$ cat src/rtl/dbg_uart_pkg.sv
// Shared constants and state encoding for the debug UART transmitter.
// Build option: DBG_UART_PARITY_EN adds an even-parity bit to every frame.
package dbg_uart_pkg;

    localparam logic [31:0] TXDATA_ADDR = 32'hF000_00D0;
    localparam logic [31:0] STATUS_ADDR = 32'hF000_00D4;

    localparam int ST_FULL  = 0;
    localparam int ST_EMPTY = 1;
    localparam int ST_BUSY  = 2;
    localparam int ST_OVF   = 3;
    localparam int ST_IE    = 4;

    typedef enum logic [2:0] {
        S_IDLE   = 3'd0,
        S_START  = 3'd1,
        S_DATA   = 3'd2,
`ifdef DBG_UART_PARITY_EN
        S_PARITY = 3'd3,
`endif
        S_STOP   = 3'd4
    } uart_state_e;

`ifdef DBG_UART_PARITY_EN
    function automatic logic even_parity(input logic [7:0] b);
        return ^b;
    endfunction
`endif

endpackage

$ cat src/rtl/dbg_uart_tx_if.sv
// Core data-bus slice seen by the debug UART: address, write data, lane enables, read data.
// Signal suffixes are from the UART's point of view.
interface dbg_uart_tx_if;

    logic [31:0] addr_i;
    logic [31:0] data_i;
    logic [3:0]  data_w_i;
    logic [31:0] data_o;

    modport master (
        output addr_i,
        output data_i,
        output data_w_i,
        input  data_o
    );

    modport slave (
        input  addr_i,
        input  data_i,
        input  data_w_i,
        output data_o
    );

endinterface

$ cat src/rtl/dbg_fifo.sv
// Byte FIFO with extra-MSB pointers; head word is visible on dout_o without a pop.
// Synchronous active-low reset clears the pointers only.
module dbg_fifo #(
    parameter int DEPTH = 16
) (
    input  logic                     clk_i,
    input  logic                     rst_i,
    input  logic                     push_i,
    input  logic                     pop_i,
    input  logic [7:0]               din_i,
    output logic [7:0]               dout_o,
    output logic                     full_o,
    output logic                     empty_o,
    output logic [$clog2(DEPTH):0]   count_o
);

    localparam int AW = $clog2(DEPTH);

    logic [7:0]  mem_q [DEPTH];
    logic [AW:0] wr_ptr_q;
    logic [AW:0] rd_ptr_q;
    logic        wr_en;
    logic        rd_en;

    assign count_o = wr_ptr_q - rd_ptr_q;
    assign empty_o = (wr_ptr_q == rd_ptr_q);
    assign full_o  = (count_o == (AW + 1)'(DEPTH));

    // A push into a full FIFO still lands when the head leaves in the same cycle.
    assign rd_en = pop_i && !empty_o;
    assign wr_en = push_i && (!full_o || rd_en);

    assign dout_o = mem_q[rd_ptr_q[AW-1:0]];

    always_ff @(posedge clk_i) begin
        if (!rst_i) begin
            wr_ptr_q <= '0;
            rd_ptr_q <= '0;
        end else begin
            if (wr_en) begin
                wr_ptr_q <= wr_ptr_q + 1'b1;
            end
            if (rd_en) begin
                rd_ptr_q <= rd_ptr_q + 1'b1;
            end
        end
    end

    always_ff @(posedge clk_i) begin
        if (wr_en) begin
            mem_q[wr_ptr_q[AW-1:0]] <= din_i;
        end
    end

endmodule

$ cat src/rtl/dbg_uart_tx.sv
// Memory-mapped debug console: TXDATA bytes are queued and sent as 8N1 on tx_o.
// Build option: DBG_UART_PARITY_EN inserts an even-parity bit after the data bits.
module dbg_uart_tx
    import dbg_uart_pkg::*;
#(
    parameter int unsigned CLK_DIV    = 217,
    parameter int unsigned FIFO_DEPTH = 16
) (
    input  logic          clk_i,
    input  logic          rst_i,
    dbg_uart_tx_if.slave  bus,
    output logic          tx_o,
    output logic          irq_o
);

    localparam int CW = $clog2(FIFO_DEPTH);

    uart_state_e  state_q;
    logic [15:0]  baud_q;
    logic [2:0]   bit_q;
    logic [7:0]   shift_q;
    logic         tx_q;
    logic         irq_q;
    logic         ovf_q;
    logic         ovf_d;
    logic         ie_q;
    logic         ie_d;
    logic [31:0]  rdata_q;
    logic [31:0]  rdata_d;
`ifdef DBG_UART_PARITY_EN
    logic         parity_q;
`endif

    logic         bus_we;
    logic [7:0]   wr_byte;
    logic         txdata_wr;
    logic         status_wr;
    logic         fifo_pop;
    logic         fifo_full;
    logic         fifo_empty;
    logic [7:0]   fifo_dout;
    logic [CW:0]  fifo_count;
    logic         push_drop;
    logic         busy;
    logic         baud_tick;
    logic [7:0]   status_byte;
    logic         unused_bits;

    assign bus_we    = |bus.data_w_i;
    assign wr_byte   = bus.data_i[31:24];
    assign txdata_wr = (bus.addr_i == TXDATA_ADDR) && bus_we;
    assign status_wr = (bus.addr_i == STATUS_ADDR) && bus_we;

    assign busy      = (state_q != S_IDLE);
    assign fifo_pop  = (state_q == S_IDLE) && !fifo_empty;
    assign push_drop = txdata_wr && fifo_full && !fifo_pop;
    assign baud_tick = (baud_q == 16'(CLK_DIV - 1));

    // Only the top byte lane and the FIFO flags carry information here.
    assign unused_bits = ^{bus.data_i[23:0], fifo_count};

    dbg_fifo #(
        .DEPTH (FIFO_DEPTH)
    ) u_fifo (
        .clk_i   (clk_i),
        .rst_i   (rst_i),
        .push_i  (txdata_wr),
        .pop_i   (fifo_pop),
        .din_i   (wr_byte),
        .dout_o  (fifo_dout),
        .full_o  (fifo_full),
        .empty_o (fifo_empty),
        .count_o (fifo_count)
    );

    always_comb begin
        status_byte           = '0;
        status_byte[ST_FULL]  = fifo_full;
        status_byte[ST_EMPTY] = fifo_empty;
        status_byte[ST_BUSY]  = busy;
        status_byte[ST_OVF]   = ovf_q;
        status_byte[ST_IE]    = ie_q;
    end

    always_comb begin
        ovf_d   = ovf_q;
        ie_d    = ie_q;
        rdata_d = '0;
        if (push_drop) begin
            ovf_d = 1'b1;
        end
        if (status_wr) begin
            if (wr_byte[ST_OVF]) begin
                ovf_d = 1'b0;
            end
            ie_d = wr_byte[ST_IE];
        end
        if (bus.addr_i == STATUS_ADDR) begin
            rdata_d = {status_byte, 24'h0};
        end
    end

    always_ff @(posedge clk_i) begin
        if (!rst_i) begin
            ovf_q   <= 1'b0;
            ie_q    <= 1'b0;
            rdata_q <= '0;
            irq_q   <= 1'b0;
        end else begin
            ovf_q   <= ovf_d;
            ie_q    <= ie_d;
            rdata_q <= rdata_d;
            irq_q   <= ie_q && fifo_empty && !busy;
        end
    end

    // Serializer: every state or bit change restarts the baud counter.
    always_ff @(posedge clk_i) begin
        if (!rst_i) begin
            state_q  <= S_IDLE;
            baud_q   <= '0;
            bit_q    <= '0;
            shift_q  <= '0;
            tx_q     <= 1'b1;
`ifdef DBG_UART_PARITY_EN
            parity_q <= 1'b0;
`endif
        end else begin
            case (state_q)
                S_IDLE: begin
                    if (!fifo_empty) begin
                        shift_q  <= fifo_dout;
`ifdef DBG_UART_PARITY_EN
                        parity_q <= even_parity(fifo_dout);
`endif
                        tx_q     <= 1'b0;
                        baud_q   <= '0;
                        state_q  <= S_START;
                    end
                end
                S_START: begin
                    if (baud_tick) begin
                        tx_q    <= shift_q[0];
                        shift_q <= {1'b0, shift_q[7:1]};
                        bit_q   <= '0;
                        baud_q  <= '0;
                        state_q <= S_DATA;
                    end else begin
                        baud_q <= baud_q + 16'd1;
                    end
                end
                S_DATA: begin
                    if (baud_tick) begin
                        baud_q <= '0;
                        if (bit_q == 3'd7) begin
`ifdef DBG_UART_PARITY_EN
                            tx_q    <= parity_q;
                            state_q <= S_PARITY;
`else
                            tx_q    <= 1'b1;
                            state_q <= S_STOP;
`endif
                        end else begin
                            tx_q    <= shift_q[0];
                            shift_q <= {1'b0, shift_q[7:1]};
                            bit_q   <= bit_q + 3'd1;
                        end
                    end else begin
                        baud_q <= baud_q + 16'd1;
                    end
                end
`ifdef DBG_UART_PARITY_EN
                S_PARITY: begin
                    if (baud_tick) begin
                        tx_q    <= 1'b1;
                        baud_q  <= '0;
                        state_q <= S_STOP;
                    end else begin
                        baud_q <= baud_q + 16'd1;
                    end
                end
`endif
                S_STOP: begin
                    if (baud_tick) begin
                        tx_q    <= 1'b1;
                        baud_q  <= '0;
                        state_q <= S_IDLE;
                    end else begin
                        baud_q <= baud_q + 16'd1;
                    end
                end
                default: begin
                    tx_q    <= 1'b1;
                    baud_q  <= '0;
                    state_q <= S_IDLE;
                end
            endcase
        end
    end

    assign bus.data_o = rdata_q;
    assign tx_o       = tx_q;
    assign irq_o      = irq_q;

endmodule

$ cat src/flat_wrapper.sv
// flat-port wrapper written by rule: the top's interface ports become plain ports
module dbg_uart_tx_flat import dbg_uart_pkg::*;
#(
    parameter int unsigned CLK_DIV    = 217,
    parameter int unsigned FIFO_DEPTH = 16
)
  (clk_i, rst_i, tx_o, irq_o, bus_addr_i, bus_data_i, bus_data_w_i, bus_data_o);
  dbg_uart_tx_if bus_i ();
  input  logic clk_i;
  input  logic rst_i;
  output logic tx_o;
  output logic irq_o;
  input wire logic [$bits(bus_i.addr_i)-1:0] bus_addr_i;
  input wire logic [$bits(bus_i.data_i)-1:0] bus_data_i;
  input wire logic [$bits(bus_i.data_w_i)-1:0] bus_data_w_i;
  output wire logic [$bits(bus_i.data_o)-1:0] bus_data_o;
  assign bus_i.addr_i = bus_addr_i;
  assign bus_i.data_i = bus_data_i;
  assign bus_i.data_w_i = bus_data_w_i;
  assign bus_data_o = bus_i.data_o;
  dbg_uart_tx #(.CLK_DIV(CLK_DIV), .FIFO_DEPTH(FIFO_DEPTH)) u_core (.clk_i(clk_i), .rst_i(rst_i), .bus(bus_i), .tx_o(tx_o), .irq_o(irq_o));
endmodule
$ cat config.mk
export PLATFORM = sky130hd
export DESIGN_NAME = dbg_uart_tx_flat
export DESIGN_NICKNAME = d
export VERILOG_FILES = /design/src/rtl/dbg_uart_pkg.sv /design/src/rtl/dbg_uart_tx_if.sv /design/src/rtl/dbg_fifo.sv /design/src/rtl/dbg_uart_tx.sv /design/src/flat_wrapper.sv
export SDC_FILE = /design/constraint.sdc
export NUM_CORES = 1
export LEC_CHECK = 0
export CORE_MARGIN = 4
export CORE_UTILIZATION = 46
export DETAILED_ROUTE_END_ITERATION = 8
export PLACE_DENSITY = 0.79
export SYNTH_ARGS = -nofsm -noshare
export SYNTH_HDL_FRONTEND = slang
export SYNTH_SLANG_ARGS = --single-unit
$ cat constraint.sdc
create_clock -name clk_i -period 2.13 [get_ports clk_i]
set_input_delay 0.213 -clock clk_i [delete_from_list [all_inputs] [get_ports clk_i]]
set_output_delay 0.213 -clock clk_i [all_outputs]
set_load 0.01 [all_outputs]
==> Word-level counts from Yosys, hierarchy flattened <==
Memories as Yosys holds them, arrays and structs flattened. A register that Yosys moved wholly into a read port is not among the register bits.
Index checks and enable logic that the tools add are counted.
{ "totals": {"reg_bits": 76, "latchBits": 0, "ramBits": 128, "romBits": 0, "inputBits": 70, "out_inout_bits": 34, "wordCells": 88, "n_memories": 1} }
{ "classes": {"n_addsub": 5, "n_mul": 0, "div": 0, "magnitude_cmp": 0, "n_eq_ne": 15, "n_shift": 0, "n_mux": 30, "n_bitwise": 0, "reduce_logical": 25} }
{ "mem_list": {"columns": ["name", "words", "word_bits", "rd", "rd_ports_with_merged_regs", "wr", "line_no", "rtl"], "rows": [
  ["u_core.u_fifo.mem_q", 16, 8, 1, 1, 1, "dbg_fifo.sv:19", "logic [7:0] mem_q [DEPTH];"]
]} }
{ "ops": {"columns": ["cell", "n"], "rows": [
  ["$eq 32x32->1 const B", 2],
  ["$mux 16", 2],
  ["$mux 8", 4],
  ["$pmux 16 s2", 1],
  ["$pmux 8 s3", 1],
  ["$mux 3", 7],
  ["$add 16x1->16 const B", 1],
  ["$eq 16x8->1 const B", 1],
  ["$pmux 3 s4", 1],
  ["$add 5x1->5 const B", 2],
  ["$mux 1", 10],
  ["$reduce_and 5->1", 2],
  ["$logic_and 1x1->1", 9],
  ["$mux 4", 2],
  ["$ne 2x1->1 const B", 4],
  ["$reduce_and 4->1", 2],
  ["$eq 3x3->1 const B", 2],
  ["$pmux 3 s2", 1],
  ["$reduce_bool 3->1", 2],
  ["$eq 5x5->1", 1],
  ["$eq 5x5->1 const B", 1],
  ["$sub 5x5->5", 1],
  ["$logic_not 1->1", 4],
  ["$ne 2x2->1 const B", 2],
  ["other kinds (10)", 10]
]} }

==> Longest topological paths before layout <==
Gate-level depths: netlist of run 1.
{ "logic_depth": {"depth_word": 8, "mapped_depth": 9, "depth_no_buf": 8} }

==> Hierarchy <==
Synthesis of run 1 repeated with hierarchy kept, for this count alone.
{ "unflattened": {"hier_cells": 561, "hier_area_um2": 8036.5} }
{ "by_module_without_submodules": {"columns": ["module", "n_inst", "cells_per_inst", "area_each_um2", "seq_area_each_um2"], "rows": [
  ["dbg_fifo", 1, 306, 5886.9, 4124.0],
  ["dbg_uart_tx", 1, 255, 2149.6, 780.7]
]} }

==> Worst setup path before layout of run 1 <==
OpenSTA, ideal clock, no wires.
{ "synth_timing": {"path_type": "register to register", "start": "register u_core.u_fifo.wr_ptr_q[0]", "end": "memory u_core.u_fifo.mem_q[4][0] (enable)", "setup_ns": 0.332, "t_arrival_ns": 2.029, "required_ns": 1.798, "setup_slack_ns": -0.230, "path_stages_with_launch": 10, "n_path_buf": 1, "synth_period_minus_slack_ns": 2.360, "cell_sequence": "dfxtp_1 inv_1 ha_1 nand2b_1 o21ai_0 xor2_1 nor4b_2 a21oi_1 buf_2 and3_1"} }
{ "synth_via": {"elab_chain_cells": 8, "elab_cells_between_ends": 11, "classes_between": "add/sub: 1; eq/ne: 2; mux: 2; reduce/logical: 6"} }
{ "synth_lines": {"columns": ["item", "line_no", "rtl"], "rows": [
  ["from (decl)", "dbg_fifo.sv:20", "logic [AW:0] wr_ptr_q;"],
  ["from (signal assigned)", "dbg_fifo.sv:41", "wr_ptr_q <= wr_ptr_q + 1'b1;"],
  ["branches (longest 8 deep; another with $sub 5x5->5)", null, null],
  ["to (decl)", "dbg_fifo.sv:19", null]
]} }
Parallel ways; which one is timed is not known.

==> Worst setup path after layout of run 1 <==
{ "layout_timing": {"start": "register u_core.u_fifo.rd_ptr_q[2]", "end": "memory u_core.u_fifo.mem_q[3][3] (enable)"} }
{ "layout_via": {"elab_chain_cells": 8, "elab_cells_between_ends": 11, "classes_between": "add/sub: 1; eq/ne: 2; mux: 2; reduce/logical: 6"} }
{ "layout_lines": {"columns": ["item", "line_no", "rtl"], "rows": [
  ["from (decl)", "dbg_fifo.sv:21", "logic [AW:0] rd_ptr_q;"],
  ["from (signal assigned)", "dbg_fifo.sv:44", "rd_ptr_q <= rd_ptr_q + 1'b1;"],
  ["branches (longest 4 deep; another with $sub 5x5->5)", null, null],
  ["$logic_or 1x1->1 *", "dbg_fifo.sv:31", "assign wr_en = push_i && (!full_o || rd_en);"],
  ["$logic_and 1x1->1 *", "dbg_fifo.sv:31", null],
  ["$mux 1 *", "dbg_fifo.sv:50", "if (wr_en) begin"],
  ["$mux 1 (not written as such) *", "dbg_fifo.sv:51", "mem_q[wr_ptr_q[AW-1:0]] <= din_i;"]
]} }
Mark *: on every way between the ends.

==> run metrics, run 1 <==
status complete, but fails checks; failing checks negative setup slack; Critical Path Fanout Max 4; #FFs+latches synth 181; clock slew seen by the registers of the worst setup and hold paths 70 ps; CP Class register to register; vias in the first global route 4989; global route overflow 0; Post-DP HPWL 12200 um; fmax 423 MHz; row count 47; sequential share of the synthesized area 63.3%; Avg Inst Size Synth 14.8 um2; Syn Inst Count 522; CTS tree done; Fin. Hold Viols 0; ys flop type edfxtp_1; First-pass DRT Iterations 5; Final Wtd Congestion 0.907; crit path DAT 2510 ps; TritonCTS buffer count 17; setup slack after layout -235 ps; Yosys cell types 49; Final Instance Area 9870 um2; Worst Hold Class register to register; Async SR Flop Fraction 0%; starting density of the core 46.9%; Max Cap Viol 0; clk_lat worst skew 430 ps; setup_tns -21800 ps; Setup Skew 9.28 ps; Leakage Power 3.36 nW; first-pass GRT wire length 27100 um; YS warnings 0; GRT Util Overall 19.4%; Max Buffers Root-to-Sink 2; CTS Root Buffer Type clkbuf_16; num ports 104; Layout area overhead 27.3%; met3 wire len 1470 um; Mapped Area 7750 um2; largest net degree at the start of global routing 30; Via density 5.60; WL/cell 20.5 um; initial antenna violation count 0; Die H 138 um; CP endpoint kind register; # DRC 0; Post-DP Area 8890 um2; Clock Sinks 181; Starting DRT DRC Count 414; Period Utilization, post-route 111%; core area 16500 um2; final wirelength 18000 um; pwr dens 961 nW/um2; maximum vdd drop 740 uV; I/O Buffers 52; DR vias 4914; met1 WL 6820 um; remaining antenna violation count 0; # nets final 727; Die Area 19000 um2; share of cells above drive strength 1 28.8%; Max transition margin 51.0%; n_diodes 0; met2 wire length 9310 um; unrepaired setup endpoints after global routing yes; die width 138 um; highest metal used met4; H-tree level count 4; non-filler cells, final 877; Post-synth EDFFs 128; slew at the pin with the worst max-slew slack 733 ps; post-placement cell count 834; Max Slew Vio Count 0; crit path time final 2360 ps; Worst Path Required 2280 ps; endpoints failing setup 139; CP Launch Type register
-- critical path: stages, from the launching register on --
cell,delay [ps]
dfxtp_2,340
inv_2,50
ha_4,300
inv_2,70
o21ai_4,190
xor2_2,200
nor4b_2,80
buf_4,160
buf_12,120
a21oi_4,230
and2_4,210
buf_4,120
-- timing repair --
action	4_1_cts	5_1_grt
hold buffers	0	0
pin swaps	10	10
setup buffers	8	4
resized for setup	53	13
setup endpoints to repair	142	145
cloned	3	0
-- registers in the layout (all words and copies together) (netlist names), 3 cells and up, named ones only --
signal / cells
u_core.baud_q: 16
u_core.bit_q: 3
u_core.bus.data_o: 5
u_core.shift_q: 8
u_core.state_q: 3
u_core.u_fifo.mem_q: 128
u_core.u_fifo.rd_ptr_q: 5
u_core.u_fifo.wr_ptr_q: 5
-- metal layers --
metal  track usage, %  vias to the layer above
li1                 -                     2185
met2             33.9                      240
met5                0                        -
met4             6.70                        0
met1             23.3                     2457
met3             5.08                       32
-- logic make-up (layout without fill, tap and decap cells) --
kind of cell,after synthesis,in the layout,synth area share [%]
AOI/OAI and AO/OA,39,39,3.34
DFF,181,181,63.3
other,1,27,0.0484
xor gates and xnor gates,22,22,2.49
buffers and inverters,59,168,4.63
muxes,46,46,12.6
and+or+nand+nor,161,161,11.5
adders and majority gates,13,13,2.10
-- cell usage in the layout (no fill, tap or decap), types with 4 or more instances in the layout --
| cell type | n |
|---|---|
| a221o_1 | 7 |
| dfxtp_2 | 5 |
| o21ai_0 | 5 |
| nor4_1 | 6 |
| dfxtp_1 | 47 |
| buf_4 | 52 |
| mux4_2 | 40 |
| and2_4 | 4 |
| and3_1 | 6 |
| inv_1 | 11 |
| mux2i_1 | 6 |
| nand3b_1 | 4 |
| conb_1 | 27 |
| and3_4 | 17 |
| a21oi_4 | 5 |
| xor2_1 | 12 |
| a21oi_1 | 9 |
| buf_12 | 7 |
| nand2b_1 | 6 |
| clkbuf_16 | 17 |
| clkdlybuf4s50_1 | 52 |
| nand2_1 | 29 |
| nand3_1 | 12 |
| ha_1 | 10 |
| buf_6 | 9 |
| nor2_1 | 35 |
| edfxtp_1 | 128 |
| nand4_1 | 12 |
| clkinv_4 | 4 |
| xnor2_1 | 9 |
-- where the power goes --
part           internal [W]  switching, W  total [W]
Combinational       0.00131       0.00101    0.00232
Clock               0.00187       0.00134    0.00321
Sequential          0.00385     0.0000974    0.00395
-- Yosys cell counts, drive strengths merged, types with 2 or more instances --
cell type | count | area share (%)
edfxtp | 128 | 50
dfxtp | 53 | 14
mux4 | 40 | 12
nor2 | 35 | 1.7
buf | 34 | 3.4
nand2 | 29 | 1.4
and3 | 23 | 1.9
a21oi | 15 | 0.97
inv | 14 | 0.68
ha | 13 | 2.1
xor2 | 13 | 1.5
nand3 | 12 | 0.77
nand4 | 12 | 0.97
clkbuf | 11 | 0.53
xnor2 | 9 | 1.0
a221o | 7 | 0.90
nand2b | 7 | 0.56
o21ai | 7 | 0.45
mux2i | 6 | 0.77
nor3 | 6 | 0.45
nor4 | 6 | 0.48
and2 | 5 | 0.40
nor4b | 5 | 0.73
nand3b | 4 | 0.39
and4 | 3 | 0.34
nor2b | 3 | 0.24
nor3b | 3 | 0.29
a211oi | 2 | 0.19
nand4b | 2 | 0.23
nor4bb | 2 | 0.26
o31ai | 2 | 0.19
-- final timing paths --
kind	to	slack [ps]	cells past startpoint	start
hold / removal	u_core.bus.data_o[27]	460	2	u_core.ovf_q
setup / recovery	u_core.u_fifo.mem_q[3][3]	-230	11	u_core.u_fifo.rd_ptr_q[2]
setup reg to reg	u_core.u_fifo.mem_q[3][3]	-230	11	u_core.u_fifo.rd_ptr_q[2]
hold reg to reg	u_core.bus.data_o[27]	460	2	u_core.ovf_q
-- through the flow --
stage	worst slack [ps]	util, %	hold slack, ps	total power, W
floorplan	-34.6	-	312	0.00518
global placement	-507	53.8	443	0.00581
detailed placement	-549	53.8	449	0.00587
CTS	-206	59.5	458	0.00945
global route	-297	59.7	483	0.00988
finish	-235	59.7	462	0.00949
-- cell type report --
cell class / count / area (um2)
Sequential cell: 181 / 4910
Timing Repair Buffer: 122 / 1210
Clock buffer: 19 / 433
Tap cell: 220 / 275
Fill cell: 1180 / 6660
Multi-Input combinational cell: 308 / 2810
Clock inverter: 13 / 174
Inverter: 14 / 52.6
No activity file was read; power rests on OpenSTA's default activity.
==> inputs of run 2 (changes only) <==
--- a/config.mk
+++ b/config.mk
@@ -5,8 +5,10 @@
 export SDC_FILE = /design/constraint.sdc
 export NUM_CORES = 1
 export LEC_CHECK = 0
+export ABC_AREA = 1
 export CORE_MARGIN = 4
 export CORE_UTILIZATION = 46
+export CTS_BUF_LIST = sky130_fd_sc_hd__clkbuf_4 sky130_fd_sc_hd__clkbuf_8 sky130_fd_sc_hd__clkbuf_16
 export DETAILED_ROUTE_END_ITERATION = 8
 export PLACE_DENSITY = 0.79
 export SYNTH_ARGS = -nofsm -noshare
==> run 2 against run 1 <==
The run still ends with negative setup slack left; combinational power down 73%; flip-flop and latch count unchanged; first-iteration DRC count up 47%; largest power group unchanged; highest routed layer unchanged.
==> run metrics, run 2 <==
num ports 104 (unchanged); vias in the first global route 6303 (was 4989); Final Wtd Congestion 0.851 (was 0.907); max FFs per register 128 (unchanged); failing checks negative setup slack (unchanged); setup slack after layout -74.0 ps (was -235 ps); global route overflow 0 (unchanged); cell depth of the worst hold path 2 (unchanged); non-filler cells, final 1265 (was 877); CP endpoint kind register (unchanged); Leakage Power 3.96 nW (was 3.36 nW); top-area cell type share of the netlist area 46.0% (was 49.6%); Synth area leaders edfxtp_1, dfxtp_1, nand2_1, nor2_1, nand3_1 (was edfxtp_1, dfxtp_1, mux4_2, buf_4, ha_1); n_diodes 0 (unchanged); GRT Util Overall 18.9% (was 19.4%); maximum vdd drop 461 uV (was 740 uV); share of cells above drive strength 1 13.7% (was 28.8%); Post-DP Area 9370 um2 (was 8890 um2); Max Cap Viol 0 (unchanged); Final Instance Area 10200 um2 (was 9870 um2); initial antenna violation count 0 (unchanged); YS warnings 0 (unchanged); Clock Sinks 181 (unchanged); worst hold endpoint u_core.bus.data_o[27] (unchanged); Die H 143 um (was 138 um); crit path time final 2200 ps (was 2360 ps); Period Utilization, post-route 103% (was 111%); Max Slew Vio Count 0 (unchanged); Post-synth EDFFs 128 (unchanged); Syn Inst Count 936 (was 522); clock slew seen by the registers of the worst setup and hold paths 70 ps (about the same); power share of the combinational group 8.2% (was 24.5%); # nets final 1106 (was 727); row count 49 (was 47); CP Class register to register (unchanged); Worst Hold Class register to register (unchanged); Post-DP HPWL 12500 um (was 12200 um); die width 143 um (was 138 um); I/O Buffers 52 (unchanged); remaining antenna violation count 0 (unchanged); Starting DRT DRC Count 610 (was 414); Reg2Reg Capture Point u_core.u_fifo.mem_q[3][0] (was u_core.u_fifo.mem_q[3][3]); Yosys cell types 37 (was 49); top cells by count, synth nand2_1, edfxtp_1, nor2_1 (was edfxtp_1, dfxtp_1, mux4_2, nor2_1, nand2_1); Mapped Area 8360 um2 (was 7750 um2); unrepaired setup endpoints after global routing yes (unchanged); core area 17900 um2 (was 16500 um2); reg2reg setup slack -70 ps (was -230 ps); Fin. Hold Viols 0 (unchanged); Reg2Reg Depth 10 (was 11); starting density of the core 46.7% (was 46.9%); slew at the pin with the worst max-slew slack 863 ps (was 733 ps); Via density 5.26 (was 5.60); Async SR Flop Fraction 0% (unchanged); ys flop type edfxtp_1 (unchanged); WL/cell 15.6 um (was 20.5 um); count leader, synth nand2_1 (was edfxtp_1); status complete, but fails checks (unchanged); crit path DAT 2350 ps (was 2510 ps); Die Area 20400 um2 (was 19000 um2); most common cell after layout, fill and taps aside nand2_1 (was edfxtp_1); reg2reg start u_core.u_fifo.wr_ptr_q[2] (was u_core.u_fifo.rd_ptr_q[2]); Synth area leader edfxtp_1 (unchanged); Max transition margin 42.4% (was 51.0%); Sw Pwr 0.00186 W (was 0.00245 W); clk_lat worst skew 430 ps (about the same); Layout area overhead 21.5% (was 27.3%); Fin Hold WS 459 ps (was 462 ps); largest net degree at the start of global routing 66 (was 30); Max Buffers Root-to-Sink 2 (unchanged); total design power 0.00759 W (was 0.00949 W); most frequent cells in the layout nand2_1, edfxtp_1, nor2_1, nand3_1, inv_1 (was edfxtp_1, clkdlybuf4s50_1, buf_4, dfxtp_1, mux4_2); post-placement cell count 1240 (was 834); H-tree level count 4 (unchanged); origin of the worst min-delay path u_core.ovf_q (unchanged); CTS Root Buffer Type clkbuf_16 (unchanged); first-pass GRT wire length 30100 um (was 27100 um); Clk pwr share 40.7% (was 33.9%); # DRC 0 (unchanged); CTS tree done (unchanged); #FFs+latches synth 181 (unchanged); Critical Path Fanout Max 8 (was 4); Sw Share 24.6% (was 25.8%); CP Launch Type register (unchanged); DR vias 6656 (was 4914); TritonCTS buffer count 17 (unchanged); final wirelength 19800 um (was 18000 um); Worst Path Required 2270 ps (was 2280 ps); dpl ws -222 ps (was -549 ps); Setup Skew 12.4 ps (was 9.28 ps); endpoints failing setup 47 (was 139); Avg Inst Size Synth 8.93 um2 (was 14.8 um2); fmax 454 MHz (was 423 MHz); First-pass DRT Iterations 6 (was 5); Pint 0.00572 W (was 0.00704 W); sequential power share 51.1% (was 41.7%); sequential share of the synthesized area 58.7% (was 63.3%); pwr dens 747 nW/um2 (was 961 nW/um2)
-- run 2: layout make-up --
class                           count  area (um2)
Timing Repair Buffer               99         932
Tap cell                          229         287
Clock buffer                       17         425
Inverter                           79         314
Clock inverter                     15         159
Sequential cell                   181        4910
Fill cell                        1430        7750
Multi-Input combinational cell    645        3130
-- run 2: cell families (layout without fill, tap and decap cells) --
logic type,Yosys count,count (layout),share of synthesized area [%]
AND/OR/NAND/NOR,532,532,26.7
buffers and inverters,136,210,7.66
adder cells (fa/ha/maj),13,13,1.95
XOR/XNOR,5,5,0.614
other,1,27,0.0449
AO/OA/AOI/OAI,68,68,4.40
flip-flops,181,181,58.7
-- run 2: how the worst max path moves through the flow --
stage | from | to | slack [ps] | cells past startpoint
after floorplan | u_core.u_fifo.rd_ptr_q[3] | u_core.u_fifo.mem_q[0][0] | -70 | 13
after global placement | bus_addr_i[29] | u_core.u_fifo.mem_q[12][5] | -160 | 13
after detailed placement | bus_addr_i[29] | u_core.u_fifo.mem_q[5][5] | -220 | 13
after CTS | u_core.u_fifo.rd_ptr_q[2] | u_core.u_fifo.mem_q[8][3] | 5 | 15
after global routing | u_core.u_fifo.wr_ptr_q[2] | u_core.u_fifo.mem_q[11][1] | -170 | 10
final | u_core.u_fifo.wr_ptr_q[2] | u_core.u_fifo.mem_q[3][0] | -70 | 10
-- run 2: stage by stage --
stage,util [%],TNS (ps)
finish,56.7,-1410
floorplan,-,-7060
detailed placement,52.4,-21090
global route,56.7,-13290
global placement,52.4,-11820
CTS,56.3,0
-- run 2: repair_timing --
action,4_1_cts,5_1_grt
pin swaps,3,11
resized for setup,32,38
buffers inserted,0,2
hold buffers,0,0
setup endpoints to repair,128,128
-- run 2: power groups by stage --
stage / clock network [W] / registers [W] / logic [W]
2_1_floorplan: 0 / 0.00395 / 0.000435
3_3_place_gp: 0 / 0.00395 / 0.000600
3_5_place_dp: 0 / 0.00395 / 0.000611
4_1_cts: 0.00310 / 0.00388 / 0.000616
5_1_grt: 0.00326 / 0.00388 / 0.000687
6_report: 0.00309 / 0.00388 / 0.000621
-- run 2: critical path, stage by stage, from the launching register on --
cell	delay [ps]
dfxtp_1	400
ha_4	260
a21oi_2	170
nand3_1	110
nand2_1	100
nor2_2	60
nand3_2	90
buf_4	170
nand4_1	180
nor2_1	190
buf_4	200
-- run 2: per-layer routing --
layer  global-route usage, %  wire length [um]  up-vias
li1                        -                 -     3185
met1                    23.2              7770     3065
met2                    32.6              9800      361
met3                    3.75              1740       45
met4                    7.70               453        0
met5                       0                 0        -
==> inputs of run 3 (changes only) <==
--- a/config.mk
+++ b/config.mk
@@ -9,6 +9,7 @@
 export CORE_MARGIN = 4
 export CORE_UTILIZATION = 46
 export CTS_BUF_LIST = sky130_fd_sc_hd__clkbuf_4 sky130_fd_sc_hd__clkbuf_8 sky130_fd_sc_hd__clkbuf_16
+export CTS_CLUSTER_SIZE = 30
 export DETAILED_ROUTE_END_ITERATION = 8
 export PLACE_DENSITY = 0.79
 export SYNTH_ARGS = -nofsm -noshare
==> results of run 3 <==
Final layout, timing and power as in run 2 (identical DEF).
